==> config.mk <==
export PLATFORM = sky130hd
export DESIGN_NAME = fft_agu
export DESIGN_NICKNAME = d
export VERILOG_FILES = /design/src/rtl/fft_agu.sv
export SDC_FILE = /design/constraint.sdc
export NUM_CORES = 1
export LEC_CHECK = 0
export BUFFER_PORTS_ARGS = -buffer_cell sky130_fd_sc_hd__buf_4
export CORE_MARGIN = 2
export CORE_UTILIZATION = 40
export DETAILED_ROUTE_END_ITERATION = 8
export GPL_TIMING_DRIVEN = 1
export HOLD_SLACK_MARGIN = 0.03
export PLACE_DENSITY = 0.65
export SETUP_SLACK_MARGIN = 0.05
export SKIP_CTS_REPAIR_TIMING = 1
export SYNTH_ARGS = -nofsm -noshare
export SYNTH_HDL_FRONTEND = slang
export SYNTH_SLANG_ARGS = --single-unit
==> constraint.sdc <==
create_clock -name clk_i -period 2.3 [get_ports clk_i]
set_input_delay 0.115 -clock clk_i [delete_from_list [all_inputs] [get_ports clk_i]]
set_output_delay 0.115 -clock clk_i [all_outputs]
set_load 0.01 [all_outputs]
==> src/rtl/fft_agu.sv <==
// fft_agu: address generator and sequencer for an in-place radix-2 DIT FFT.
// Walks stage s and butterfly j. For each butterfly it issues the read pair
// and the twiddle index. The write-back pair follows PIPE_DEPTH cycles later,
// and the pipeline is drained between stages.
module fft_agu #(
    parameter int unsigned LOG2_N     = 4,
    parameter int unsigned PIPE_DEPTH = 2
) (
    input  logic                       clk_i,
    input  logic                       rst_ni,
    input  logic                       start_i,
    input  logic                       en_i,
    output logic                       busy_o,
    output logic                       done_o,
    output logic [$clog2(LOG2_N)-1:0]  stage_o,
    output logic                       rd_valid_o,
    output logic [LOG2_N-1:0]          rd_addr_a_o,
    output logic [LOG2_N-1:0]          rd_addr_b_o,
    output logic [LOG2_N-2:0]          twid_idx_o,
    output logic                       wr_valid_o,
    output logic [LOG2_N-1:0]          wr_addr_a_o,
    output logic [LOG2_N-1:0]          wr_addr_b_o
);

    localparam int unsigned SW = $clog2(LOG2_N);
    localparam int unsigned AW = LOG2_N;
    localparam int unsigned JW = LOG2_N - 1;
    localparam int unsigned DW = (PIPE_DEPTH < 2) ? 1 : $clog2(PIPE_DEPTH + 1);

    localparam logic [JW-1:0] J_LAST = {JW{1'b1}};
    localparam logic [SW-1:0] S_LAST = SW'(LOG2_N - 1);
    localparam logic [DW-1:0] D_INIT = DW'(PIPE_DEPTH);

    typedef enum logic [1:0] {
        S_IDLE,
        S_ISSUE,
        S_DRAIN,
        S_DONE
    } state_e;

    state_e          state_q, state_d;
    logic [SW-1:0]   stage_q, stage_d;
    logic [JW-1:0]   j_q, j_d;
    logic [DW-1:0]   drain_q, drain_d;

    logic            in_issue;
    logic [AW-1:0]   j_ext, bit_s, low_mask, addr_a, addr_b;
    logic [JW-1:0]   k_val;
    logic [SW-1:0]   tw_shift;

    logic            pipe_v_q [PIPE_DEPTH];
    logic [AW-1:0]   pipe_a_q [PIPE_DEPTH];
    logic [AW-1:0]   pipe_b_q [PIPE_DEPTH];

    // Sequencer state registers
    always_ff @(posedge clk_i or negedge rst_ni) begin
        if (!rst_ni) begin
            state_q <= S_IDLE;
            stage_q <= '0;
            j_q     <= '0;
            drain_q <= '0;
        end else begin
            state_q <= state_d;
            stage_q <= stage_d;
            j_q     <= j_d;
            drain_q <= drain_d;
        end
    end

    // Next-state logic: issue N/2 butterflies, drain, advance stage or finish
    always_comb begin
        state_d = state_q;
        stage_d = stage_q;
        j_d     = j_q;
        drain_d = drain_q;
        case (state_q)
            S_IDLE: begin
                if (start_i) begin
                    state_d = S_ISSUE;
                    stage_d = '0;
                    j_d     = '0;
                end
            end
            S_ISSUE: begin
                if (en_i) begin
                    j_d = j_q + JW'(1);
                    if (j_q == J_LAST) begin
                        state_d = S_DRAIN;
                        drain_d = D_INIT;
                    end
                end
            end
            S_DRAIN: begin
                if (drain_q == DW'(1)) begin
                    if (stage_q == S_LAST) begin
                        state_d = S_DONE;
                    end else begin
                        state_d = S_ISSUE;
                        stage_d = stage_q + SW'(1);
                        j_d     = '0;
                    end
                end else begin
                    drain_d = drain_q - DW'(1);
                end
            end
            S_DONE: begin
                state_d = S_IDLE;
            end
            default: begin
                state_d = S_IDLE;
            end
        endcase
    end

    // Read address mapping: insert a zero at bit s of j; the partner sets bit s
    always_comb begin
        j_ext       = AW'(j_q);
        bit_s       = AW'(1) << stage_q;
        low_mask    = bit_s - AW'(1);
        addr_a      = ((j_ext & ~low_mask) << 1) | (j_ext & low_mask);
        addr_b      = addr_a | bit_s;
        k_val       = j_q & low_mask[JW-1:0];
        tw_shift    = S_LAST - stage_q;
        in_issue    = (state_q == S_ISSUE);
        rd_valid_o  = in_issue & en_i;
        rd_addr_a_o = in_issue ? addr_a : '0;
        rd_addr_b_o = in_issue ? addr_b : '0;
        twid_idx_o  = in_issue ? (k_val << tw_shift) : '0;
    end

    // Write-back delay line; shifts every cycle regardless of en_i
    always_ff @(posedge clk_i or negedge rst_ni) begin
        if (!rst_ni) begin
            for (int i = 0; i < PIPE_DEPTH; i++) begin
                pipe_v_q[i] <= 1'b0;
                pipe_a_q[i] <= '0;
                pipe_b_q[i] <= '0;
            end
        end else begin
            pipe_v_q[0] <= rd_valid_o;
            pipe_a_q[0] <= rd_addr_a_o;
            pipe_b_q[0] <= rd_addr_b_o;
            for (int i = 1; i < PIPE_DEPTH; i++) begin
                pipe_v_q[i] <= pipe_v_q[i-1];
                pipe_a_q[i] <= pipe_a_q[i-1];
                pipe_b_q[i] <= pipe_b_q[i-1];
            end
        end
    end

    // Status and write-back outputs decoded from registers
    assign busy_o      = (state_q == S_ISSUE) || (state_q == S_DRAIN);
    assign done_o      = (state_q == S_DONE);
    assign stage_o     = stage_q;
    assign wr_valid_o  = pipe_v_q[PIPE_DEPTH-1];
    assign wr_addr_a_o = pipe_a_q[PIPE_DEPTH-1];
    assign wr_addr_b_o = pipe_b_q[PIPE_DEPTH-1];

endmodule

==> impl_metrics.ini, run 1 <==
[global_route]
grt_max_degree = 28
first_global_vias = 893
antenna_found_initial = 0
grt_overflow = 0
grt_usage_pct = 14.1
grt_pass1_wl_mm = 3.91

[route]
viasPerCell = 4.81
vias = 938
routed_wl_mm = 2.39
ant_nets = 0
post_drt_wl_per_cell_um = 12.3
drc = 0
drt_iter0_markers = 36
dr.pass1.iters = 4

[sta]
setup_viol = 0
final-max-slew-violation-count = 0
tightest_slew_ps = 324
hold_viol_final = 0
rsz0062_at_grt = false
tns_ps = 0
period_share_pct = 88.7
min_period_ps = 2040
skew_ps = 3.28
fmax_mhz = 490
slew-limit-headroom_pct = 78.2

[place]
gp_congestion = 0.779
dpl_cell_area_um2 = 1490
dp_hpwl_mm = 1.85
io_buffers = 28

[synthesis]
synth_warnings = 0
netlist_top_cells_area = dfrtp_1 (52%), ha_1 (12%), nor2_1 (5.5%)
syn_nets = 143
synthCells = 127
synth_seq_area_share_pct = 52.1
synth_edf_count = 0
synth_area_per_cell_um2 = 10.2
netlist.area_leader.share_pct = 52.1
yosys-top-cells-count = dfrtp_1 (27), nor2_1 (19), ha_1 (12)
synth_ff_type = dfrtp_1
yosys.area.top_type = dfrtp_1
synth.distinct_cells = 26
synth_seq_cells = 27
syn_area_um2 = 1300
synth_most_common_cell = dfrtp_1
synthArstFlopShare_pct = 100

[final_layout]
stdcell_area_um2 = 1530
multi_input_area_um2 = 509
syn_to_final_growth_pct = 18.3
antenna_cells = 0
drive_above_1_share_pct = 24.5
fill_cells = 299
seq_area_um2 = 678
nets = 168

[critical_path]
rr_endpoint = j_q[0]$_DFFE_PN0P_
critPathCapture = twid_idx_o[2]
arrival_ps = 1920
worst-r2r-cell-count = 5
worstSetupPathType = flop to output pin
r2r_start = stage_o[0]$_DFFE_PN0P_
cp_data_required_time_ps = 2180
reg2reg_slack_ps = 460
crit_path_end_kind = output pin
setup.worst_path.start = stage_o[0]$_DFFE_PN0P_
worstSetupStartpointType = flop
critical_path.max_fanout = 9

[cts]
clockBufferDepth = 2
cts.clk_slew.worst_paths_ps = 140
h-tree-depth = 1
cts_tree = done
clockRootBuffer = clkbuf_4
numCtsBuffers = 3
clkSinkCount = 27
insertion_delay_ps = 320

[pwr]
p_int_mw = 1.00
p_sw_share_pct = 40.8
switchingPower_uw = 692
ir_drop_mv = 0.700
combPwrFrac_pct = 48.1
leakage_nw = 0.799
power_density_nw_per_um2 = 1110
seqPwrFrac_pct = 40.1
p_clk_share_pct = 11.8

[floorplan]
dieWidth_um = 60.9
start_util_pct = 42.1
ios = 29
fp.dieH_um = 60.9
dieArea_um2 = 3710
rows = 20
fp.coreArea_um2 = 3080

[run_status]
status = complete, no violations

[flow_run]
maxCapViolations = 0

[hold_path]
hold_class = primary input to flop
[registers in the layout (all words and copies together), names as in the netlist]
name and cells:
pipe_v_q 1, state_q 2, stage_o 2, wr_valid_o 1, pipe_a_q 4, j_q 3
wr_addr_b_o 4, wr_addr_a_o 4, drain_q 2, pipe_b_q 4
[placed cells by master (no fill, tap or decap), drive strengths merged, types with 2 or more instances in the layout]
master,synthesis,final
nor2,19,19
buf,10,29
o31ai,2,2
dfrtp,27,27
nand2,9,9
a21o,2,2
ha,12,12
o21ai,8,8
nor3,3,3
nand3,4,4
o2bb2ai,2,2
a21oi,9,9
clkbuf,0,4
nand2b,2,2
inv,9,9
[through the flow]
step,power [mW],hold WS [ps],worst slack (ps),std cells,utilization [%]
after global routing,1.85,114,75.6,195,49.8
final,1.70,123,261,195,49.8
after detailed placement,1.51,44.5,449,190,48.5
after global placement,1.47,40.8,522,190,48.5
after CTS,1.71,-311,107,194,49.3
after floorplan,1.25,-181,543,127,-
[critical path, cell delays in order (launching register included)]
cell     delay [ps]
dfrtp_2         470
inv_1           130
ha_2            230
xor2_1          170
nor2_1          200
nand3_1         100
a21oi_1         160
buf_4           140
[cell type report]
class / count / share of cell area [%]
flip-flops and latches: 27 / 44.2
multi-input cells: 80 / 33.2
repair buffers: 30 / 14.8
well taps: 44 / 3.59
inverters: 10 / 2.45
clock buffers: 4 / 1.71
[cells by family after synthesis]
group / count (synthesis) / synth area share, %
buffers and inverters: 20 / 8.78
XOR/XNOR: 1 / 0.676
adder cells (fa/ha/maj): 12 / 11.6
AND/OR/NAND/NOR: 41 / 14.2
flip-flops: 27 / 52.1
AO/OA/AOI/OAI: 26 / 12.6
[per-layer routing]
metal | GRT usage, % | share of wire, % | routed length [µm] | vias to the layer above
met1 | 17.9 | 45 | 1070 | 443
met3 | 2.56 | 4.8 | 114 | 5
met5 | 0 | 0 | 0 | -
li1 | - | - | - | 462
met4 | 4.66 | 1.2 | 28 | 0
met2 | 24.3 | 49 | 1180 | 28
[worst min path at each step]
stage	startpoint	endpoint	cells after the start
finish	en_i	pipe_v_q[1]$_DFF_PN0_	3
global route	en_i	pipe_v_q[1]$_DFF_PN0_	3
CTS	rst_ni	wr_valid_o$_DFF_PN0_	1
detailed placement	rst_ni	wr_valid_o$_DFF_PN0_	1
global placement	rst_ni	wr_addr_a_o[3]$_DFF_PN0_	1
floorplan	rst_ni	drain_q[0]$_DFFE_PN0P_	0
[power groups by stage]
stage	combinational (mW)	sequential (mW)	clock [mW]
5_1_grt	0.924	0.701	0.229
3_5_place_dp	0.819	0.691	0
6_report	0.816	0.680	0.201
4_1_cts	0.826	0.680	0.204
2_1_floorplan	0.574	0.674	0
3_3_place_gp	0.791	0.679	0
Power figures use the tool's default switching activity.
==> run 2, diff against run 1 <==
PLACE_DENSITY = unset   (was 0.65)
PLACE_DENSITY_LB_ADDON = 0.2   (was unset)
==> impl_metrics.ini, run 2 (same netlist as run 1, synthesis figures left out) <==
[run_status]
status = complete, no violations

[sta]
min_period_ps = 2090
period_share_pct = 91.0
tightest_slew_ps = 336
slew-limit-headroom_pct = 77.4
fmax_mhz = 478
skew_ps = 3.08
setup_ws_ps = 207
final-max-slew-violation-count = 0
tns_ps = 0
hold_viol_final = 0
setup_viol = 0
rsz0062_at_grt = true

[floorplan]
start_util_pct = 42.1
dieArea_um2 = 3710
fp.dieH_um = 60.9
ios = 29
rows = 20
fp.coreArea_um2 = 3080
dieWidth_um = 60.9

[place]
dp_hpwl_mm = 1.78
io_buffers = 28
gp_congestion = 0.775
dp_slack_ps = 448
dp.cells = 190

[final_layout]
layout_common_cells = buf_4 (29), dfrtp_1 (25), nor2_1 (18), ha_1 (12)
instances_no_fill = 195
final_common_cell = buf_4
syn_to_final_growth_pct = 18.3
nets = 168
drive_above_1_share_pct = 24.5
antenna_cells = 0
fill_cells = 299

[critical_path]
worst-r2r-cell-count = 5
setup.worst_path.start = stage_o[0]$_DFFE_PN0P_
cp_data_required_time_ps = 2180
arrival_ps = 1980
reg2reg_slack_ps = 440
cp_num_buf_inv = 2
r2r_start = stage_o[0]$_DFFE_PN0P_
crit_path_end_kind = output pin
worstSetupStartpointType = flop
path_depth = 7
rr_endpoint = j_q[0]$_DFFE_PN0P_
max_stage_delay_ps = 470
critical_path.max_fanout = 9
slowest_stage = dfrtp_2
path_cells = inv_1 -> ha_1 -> xor2_1 -> nor2_1 -> nand3_1 -> a21oi_1 -> buf_4
critPathCapture = twid_idx_o[2]
worstSetupPathType = flop to output pin
cp_top_family = flip-flops

[route]
ant_nets = 0
post_drt_wl_per_cell_um = 11.9
viasPerCell = 4.66
vias = 909
drc = 0
routed_wl_mm = 2.31
dr.pass1.iters = 4
drt_iter0_markers = 25

[global_route]
grt_overflow = 0
grt_max_degree = 28
first_global_vias = 796
antenna_found_initial = 0
grt_pass1_wl_mm = 3.71
grt_usage_pct = 13.5

[pwr]
leakage_nw = 0.800
power_density_nw_per_um2 = 1100
ir_drop_mv = 0.558

[cts]
numCtsBuffers = 3
clockRootBuffer = clkbuf_4
cts_tree = done
cts.clk_slew.worst_paths_ps = 130
insertion_delay_ps = 320
h-tree-depth = 1
clockBufferDepth = 2
clkSinkCount = 27

[hold_path]
hold_class = primary input to flop

[flow_run]
maxCapViolations = 0
-- run 2: changes by cell type in the layout (fill, tap and decap cells not counted) --
cell | previous run | this run
nor2_2 | 0 | 1
nor2_1 | 19 | 18
ha_1 | 11 | 12
ha_2 | 1 | 0
-- run 2: metal layers --
metal | vias up | track usage [%] | wire length, µm | part of all wire, %
li1 | 460 | - | - | -
met1 | 423 | 18.5 | 1070 | 46
met2 | 21 | 21.4 | 1100 | 48
met3 | 5 | 1.92 | 100 | 4.3
met4 | 0 | 5.59 | 35 | 1.5
met5 | - | 0 | 0 | 0
-- run 2: worst min path at each step --
stage          startpoint                endpoint  slack (ps)  cells after the start
2_1_floorplan      rst_ni  drain_q[0]$_DFFE_PN0P_        -180                      0
3_3_place_gp       rst_ni    wr_valid_o$_DFF_PN0_          40                      1
3_5_place_dp       rst_ni    wr_valid_o$_DFF_PN0_          50                      1
4_1_cts            rst_ni    wr_valid_o$_DFF_PN0_        -310                      1
5_1_grt              en_i   pipe_v_q[1]$_DFF_PN0_         100                      3
6_report             en_i   pipe_v_q[1]$_DFF_PN0_          90                      3
-- run 2: per-stage QoR --
| stage | util [%] | total power, mW | hold WS (ps) | instance area (µm²) |
|---|---|---|---|---|
| global placement | 48.5 | 1.47 | 42.4 | 1490 |
| detailed placement | 48.5 | 1.50 | 49.3 | 1490 |
| CTS | 49.3 | 1.70 | -315 | 1520 |
| finish | 49.8 | 1.68 | 90.9 | 1530 |
| floorplan | - | 1.25 | -181 | 1300 |
| global route | 49.8 | 1.83 | 95.3 | 1530 |
-- run 2: worst reg2reg max path: cells and delay by family, from the launching register on --
kind | cells | cell delay, ps
adders and majority gates | 1 | 280
DFF | 1 | 490
and+or+nand+nor | 2 | 530
AOI/OAI and AO/OA | 2 | 480
-- run 2: report_power, final --
group	switching (mW)	leakage, nW	internal, mW
Sequential	0.0930	0.358	0.588
Combinational	0.457	0.427	0.344
Clock	0.130	0.0150	0.0679
Total	0.680	0.800	1.00
-- run 2: cell type report --
cell class              instances  area, µm²  share of cell area, %
clock buffers                   4       26.3                   1.71
inverters                      10       37.5                   2.45
multi-input cells              80        509                   33.2
flip-flops and latches         27        678                   44.2
well taps                      44       55.1                   3.59
repair buffers                 30        228                   14.8
==> run 3, diff against run 2 <==
BUFFER_PORTS_ARGS = -buffer_cell sky130_fd_sc_hd__buf_2   (was -buffer_cell sky130_fd_sc_hd__buf_4)
CELL_PAD_IN_SITES_DETAIL_PLACEMENT = 0   (was unset)
CELL_PAD_IN_SITES_GLOBAL_PLACEMENT = 1   (was unset)
==> impl_metrics.ini, run 3 (same netlist as run 1, synthesis figures left out) <==
[run_status]
status = complete, no violations

[cts]
cts_tree = done
h-tree-depth = 1
numCtsBuffers = 3
cts.clk_slew.worst_paths_ps = 140
clockRootBuffer = clkbuf_4
clkSinkCount = 27
insertion_delay_ps = 330
clockBufferDepth = 2

[floorplan]
fp.coreArea_um2 = 3080
start_util_pct = 42.1
dieWidth_um = 60.9
fp.dieH_um = 60.9
ios = 29
dieArea_um2 = 3710
rows = 20

[final_layout]
drive_above_1_share_pct = 23.8
layout_common_cells = buf_2 (28), dfrtp_1 (25), nor2_1 (19), ha_1 (12)
nets = 168
syn_to_final_growth_pct = 12.7
fill_cells = 301
antenna_cells = 0
stdcell_area_um2 = 1460
final_common_cell = buf_2

[flow_run]
maxCapViolations = 0

[sta]
period_share_pct = 90.7
setup_viol = 0
skew_ps = 2.27
setup_ws_ps = 215
hold_viol_final = 0
min_period_ps = 2090
rsz0062_at_grt = true
slew-limit-headroom_pct = 60.1
final-max-slew-violation-count = 0
fmax_mhz = 480
tns_ps = 0
tightest_slew_ps = 599

[critical_path]
crit_path_end_kind = output pin
worstSetupStartpointType = flop
cp_data_required_time_ps = 2180
worstSetupPathType = flop to output pin
arrival_ps = 1970
critical_path.max_fanout = 9

[route]
drc = 0
ant_nets = 0
vias = 915
viasPerCell = 4.69
post_drt_wl_per_cell_um = 11.9
dr.pass1.iters = 4
routed_wl_mm = 2.32
drt_iter0_markers = 32

[global_route]
antenna_found_initial = 0
grt_max_degree = 28
grt_usage_pct = 14.5
grt_overflow = 0
grt_pass1_wl_mm = 3.95
first_global_vias = 853

[pwr]
p_int_uw = 947
combPwrFrac_pct = 45.8
p_clk_share_pct = 12.7
p_sw_share_pct = 41.9
leakage_nw = 0.796
switchingPower_uw = 683
seqPwrFrac_pct = 41.5
power_density_nw_per_um2 = 1120
total_power_mw = 1.63
ir_drop_mv = 0.459

[place]
dp_slack_ps = 447
dpl_cell_area_um2 = 1420
io_buffers = 28
dp_hpwl_mm = 1.71
gp_congestion = 0.824

[hold_path]
hold_class = primary input to flop
## run 3: area by class of cell
type,count,area (µm²),share of cell area (%)
Multi-Input combinational cell,80,507,34.7
Timing Repair Buffer,30,158,10.8
Tap cell,44,55.1,3.77
Inverter,10,37.5,2.57
Clock buffer,4,26.3,1.80
Sequential cell,27,678,46.4
## run 3: final timing paths
kind,slack (ps),endpoint,startpoint,cells after the start
max,210,twid_idx_o[2],stage_o[0]$_DFFE_PN0P_,7
min,70,pipe_v_q[1]$_DFF_PN0_,en_i,3
max reg2reg,430,j_q[0]$_DFFE_PN0P_,stage_o[0]$_DFFE_PN0P_,5
min reg2reg,360,wr_addr_b_o[1]$_DFF_PN0_,pipe_b_q[5]$_DFF_PN0_,0
max in group asynchronous,1570,stage_o[0]$_DFFE_PN0P_,rst_ni,2
min in group asynchronous,310,wr_addr_a_o[3]$_DFF_PN0_,rst_ni,2
## run 3: power groups by stage
| stage | registers [mW] | logic [mW] | clock network, mW |
|---|---|---|---|
| after floorplan | 0.674 | 0.574 | 0 |
| after global placement | 0.678 | 0.745 | 0 |
| after detailed placement | 0.684 | 0.753 | 0 |
| after CTS | 0.674 | 0.754 | 0.215 |
| after global routing | 0.699 | 0.867 | 0.235 |
| final | 0.677 | 0.747 | 0.207 |
## run 3: critical path, cell delays in order (launching register included)
cell and delay [ps]:
dfrtp_2 470, inv_1 120, ha_1 270, xor2_1 180, nor2_1 190, nand3_1 110, a21oi_1 150, buf_2 150
## run 3: routing by layer
layer  track usage, %  wire [µm]  share of wire, %  up-vias
met5                0          0                 0        -
met2             22.6       1110                48       20
met4             6.52         42               1.8        0
li1                 -          -                 -      463
met1             19.5       1090                47      427
met3             2.77         83               3.6        5
## run 3: through the flow
step,util [%],hold WS (ps),cells
after CTS,47.1,-215,194
after detailed placement,46.2,157,190
after global placement,46.2,148,190
after global routing,47.5,66.4,195
after floorplan,-,-181,127
final,47.5,70.9,195
